$ cat config.mk
export PLATFORM = sky130hd
export DESIGN_NAME = serial_subtractor
export DESIGN_NICKNAME = d
export VERILOG_FILES = /design/src/rtl/serial_subtractor.sv
export SDC_FILE = /design/constraint.sdc
export NUM_CORES = 1
export LEC_CHECK = 0
export CORE_UTILIZATION = 55
export DETAILED_ROUTE_END_ITERATION = 8
export PLACE_DENSITY_LB_ADDON = 0.05
export SLEW_MARGIN = 5
export SYNTH_ARGS = -nofsm -noshare
export SYNTH_HDL_FRONTEND = slang
export SYNTH_SLANG_ARGS = --single-unit
$ cat constraint.sdc
create_clock -name clk -period 4.5 [get_ports clk]
set_input_delay 0.45 -clock clk [delete_from_list [all_inputs] [get_ports clk]]
set_output_delay 0.45 -clock clk [all_outputs]
set_load 0.05 [all_outputs]
$ cat src/rtl/serial_subtractor.sv
// serial_subtractor: LSB-first bit-serial a - b - borrow_in with start/busy/done handshake; define SERIAL_SUB_OVF_EN to add the signed overflow output
module serial_subtractor #(
  parameter int NUM_BITS = 8
) (
  input  logic                clk,
  input  logic                rst,
  input  logic                start,
  input  logic [NUM_BITS-1:0] a,
  input  logic [NUM_BITS-1:0] b,
  input  logic                borrow_in,
  output logic                busy,
  output logic                done,
  output logic [NUM_BITS-1:0] diff,
  output logic                borrow_out
`ifdef SERIAL_SUB_OVF_EN
  ,
  output logic                overflow
`endif
);
  localparam int CW = (NUM_BITS > 1) ? $clog2(NUM_BITS) : 1;
  typedef enum logic [1:0] {IDLE, RUN, DONE} state_t;
  state_t state, state_nx;
  logic [NUM_BITS-1:0] a_sh, b_sh, res_sh;
  logic [CW-1:0] cnt;
  logic br, br_nx, d, last, accept;
  // state register; reset drops straight back to IDLE
  always_ff @(posedge clk or posedge rst) begin
    if (rst) state <= IDLE;
    else state <= state_nx;
  end
  // full-subtract cell, handshake outputs and next state
  always_comb begin
    busy     = state == RUN;
    done     = state == DONE;
    accept   = start && state != RUN;
    last     = state == RUN && cnt == CW'(NUM_BITS - 1);
    d        = a_sh[0] ^ b_sh[0] ^ br;
    br_nx    = (~a_sh[0] & b_sh[0]) | (~(a_sh[0] ^ b_sh[0]) & br);
    state_nx = accept ? RUN : (state == RUN) ? (last ? DONE : RUN) : IDLE;
  end
  // operand shifting, borrow chain and result capture at the final bit
  always_ff @(posedge clk or posedge rst) begin
    if (rst) begin
      a_sh       <= '0;
      b_sh       <= '0;
      res_sh     <= '0;
      br         <= 1'b0;
      cnt        <= '0;
      diff       <= '0;
      borrow_out <= 1'b0;
`ifdef SERIAL_SUB_OVF_EN
      overflow   <= 1'b0;
`endif
    end else if (accept) begin
      a_sh <= a;
      b_sh <= b;
      br   <= borrow_in;
      cnt  <= '0;
    end else if (state == RUN) begin
      a_sh   <= a_sh >> 1;
      b_sh   <= b_sh >> 1;
      res_sh <= {d, res_sh[NUM_BITS-1:1]};
      br     <= br_nx;
      cnt    <= cnt + 1'b1;
      if (last) begin
        diff       <= {d, res_sh[NUM_BITS-1:1]};
        borrow_out <= br_nx;
`ifdef SERIAL_SUB_OVF_EN
        overflow   <= (a_sh[0] ^ b_sh[0]) & (d ^ a_sh[0]);
`endif
      end
    end
  end
  // unknown handshake or operand values are flagged at the sampling edge
  always_ff @(posedge clk) begin
    if (!rst) begin
      assert (!$isunknown(start)) else $error("serial_subtractor: start is X/Z");
      if (accept) assert (!$isunknown({a, b, borrow_in})) else $error("serial_subtractor: operand X/Z on accepted start");
    end
  end
endmodule

==> summary.md <==
| Metric | Value |
|---|---|
| CP max-delay cell | clkdlybuf4s50_1 |
| Number of global-route vias before repair | 1081 |
| Max IR drop VDD | 414 uV |
| Fin crit period | 2.21 ns |
| Tot Pwr | 1.47 mW |
| Global placer's final weighted congestion | 0.690 |
| Post-cts sizing count | 0 |
| Violated checks | DRC |
| Largest fanout on the critical path | 3 |
| Placement Cell Area | 1950 um2 |
| Critical path cell sequence | nor2b_4 > clkdlybuf4s50_1 |
| Die Height | 56.9 um |
| Diode count | 0 |
| Setup CP Type | reg2out |
| Port Buffers | 30 |
| H-Tree Depth | 2 |
| Detailed-route DRC error count | 8 |
| Post-CTS setup buffer count | 0 |
| Crit path launch type | flip-flop |
| Synth Register Bits | 38 |
| Sequential area share after synthesis | 57.4% |
| Die area | 3230 um2 |
| Share of post-route cells with drive strength above 1 | 17.2% |
| Fillers | 231 |
| Final Cell Area | 2030 um2 |
| I/O Pins | 31 |
| Register area | 951 um2 |
| First-pass DRT Iterations | 6 |
| First-pass GRT wire length | 4800 um |
| Cell Count, Final, Fillers Out | 194 |
| Clock Latency Late Sink | 0.34 ns |
| WL final | 2660 um |
| Slew HR | 30.4% |
| LEAKAGE | 0.957 nW |
| Cell area after synthesis | 1660 um2 |
| TritonCTS clock tree | yes |
| Largest net degree at the start of global routing | 46 |
| Initial core utilization | 59.0% |
| Achievable Freq | 453 MHz |
| Final Hold Fails | 0 |
| Syn_nets | 154 |
| Max stage delay on crit path | 0.81 ns |
| Vias/cell | 5.34 |
| Total GRT Usage | 20.2% |
| Yosys warning count | 0 |
| Hold Buf Count CTS | 0 |
| Status | finished with violations |
| Setup crit end kind | primary output |
| Worst Max-Slew Pin Slew | 1.04 ns |
| Root buf cell | clkbuf_4 |
| Final period util | 49.1% |
| Data required time of the worst path | 4.05 ns |
| Setup WS pre-CTS | 2.25 ns |
| Clock transition at the registers of the reported paths | 0.10 ns |
| Routed Antenna Nets | 0 |
| Buffers & Inverters on Critical Path | 1 |
| Clk sink count | 38 |
| Vias | 1036 |
| GRT Residual Overflow | 0 |
| Initial DRC count | 37 |
| Pwr dens | 727 nW/um2 |
| Nets | 185 |
| Avg WL per Cell | 13.7 um |
| Setup TNS | 0 ns |
| Core area | 2810 um2 |
| # rows | 19 |
| Final setup violation count | 0 |
| Distinct cells, synth | 21 |
| Syn_area_per_cell | 12.6 um2 |
| Max Slew Vio Count | 0 |
| Die width | 56.9 um |
| Critical path arrival | 1.76 ns |
| Max_cap viols | 0 |
| Worst Hold Class | reg2reg |
| CTS Buf Count | 5 |
| Layout Utilization | 72.3% |
| Worst setup margin | 2.29 ns |
| Synthesis-to-finish area growth | 22.4% |
| Initial antenna violation count | 0 |
| Dpl cells | 186 |
| Dpl hpwl | 1850 um |
| Clock Skew | 0.0117 ns |
| RSZ-0062 raised after global routing | false |
| Multi-input gate area | 629 um2 |
| Crit path max-delay family | buffers and inverters |
| Hold slack | 0.490 ns |
| Cells after Synth | 131 |
| Max clock buf depth | 2 |
-- registers in the layout, summed over array words and instances (netlist names) --
| name | count |
|---|---|
| a_sh | 8 |
| res_sh | 7 |
| br | 1 |
| cnt | 3 |
| diff | 8 |
| borrow_out | 1 |
| state | 2 |
| b_sh | 8 |
-- area by class of cell --
type                       count  share of cell area (%)
clock inverter                 3                    1.98
inverter                       4                   0.741
multi-input combinational     81                    31.0
tap                           31                    1.91
sequential                    38                    46.9
clock buffer                   5                    1.85
timing repair buffer          32                    15.6
-- per-layer routing --
layer	vias to the layer above	part of all wire, %	wire, um	track usage, %
met2	23	50	1330	34.0
met5	-	0	0	0
met3	5	4.4	117	4.84
li1	504	-	-	-
met4	0	1.7	44	9.76
met1	504	44	1170	24.5
-- tightest hold or removal path, cell delays in order, from the launching register on --
cell and delay [ns]:
dfrtp_1 0.35, nand2_1 0.04, o21ai_0 0.06
-- where the power goes --
part	switching (mW)	total, mW	internal [mW]
combinational	0.370	0.657	0.287
sequential	0.0892	0.590	0.501
clock	0.112	0.227	0.115
total	0.571	1.47	0.903
-- cell families after synthesis --
logic type	Yosys count	share of synthesized area, %
fa+ha+maj	3	2.72
mux	32	21.0
simple gates	27	8.39
flops	38	57.4
buf+inv	12	4.53
compound gates	19	5.90
-- worst paths after layout --
check	start	endpoint	slack, ns	cells past startpoint
worst max-delay path	state[0]$_DFF_PP0_	busy	2.29	2
worst min-delay path	a_sh[4]$_DFFE_PP0P_	a_sh[3]$_DFFE_PP0P_	0.49	2
worst max register to register	state[0]$_DFF_PP0_	cnt[0]$_DFFE_PP0P_	2.97	4
worst min register to register	a_sh[4]$_DFFE_PP0P_	a_sh[3]$_DFFE_PP0P_	0.49	2
max in group asynchronous	rst	b_sh[0]$_DFFE_PP0P_	3.66	3
min in group asynchronous	rst	b_sh[6]$_DFFE_PP0P_	0.51	3
-- cells in the mapped netlist (all sizes together) --
library cell / number / area share (%)
a211oi: 1 / 0.45
a21oi: 1 / 0.30
and2b: 1 / 0.45
buf: 7 / 3.3
clkbuf: 1 / 0.30
dfrtp: 38 / 57
fa: 1 / 1.2
ha: 2 / 1.5
inv: 4 / 0.91
mux2: 16 / 11
mux2i: 16 / 9.7
nand2: 17 / 3.9
nand2b: 2 / 0.76
nand3b: 1 / 1.2
nor2: 4 / 0.91
nor2b: 2 / 1.2
o21ai: 17 / 5.1
-- cells in the final DEF, fill, tap and decap left out, types with 2 or more instances in the layout --
cell type / netlist / final
buf_4: 3 / 2
clkbuf_4: 0 / 5
clkdlybuf4s50_1: 0 / 30
clkinv_2: 0 / 2
dfrtp_1: 38 / 38
ha_1: 2 / 2
inv_1: 4 / 4
mux2_2: 14 / 14
mux2_4: 2 / 2
mux2i_1: 16 / 16
nand2_1: 17 / 17
nand2b_1: 2 / 2
nor2_1: 4 / 4
o21ai_0: 17 / 17
(Power assumes the default switching activity.)
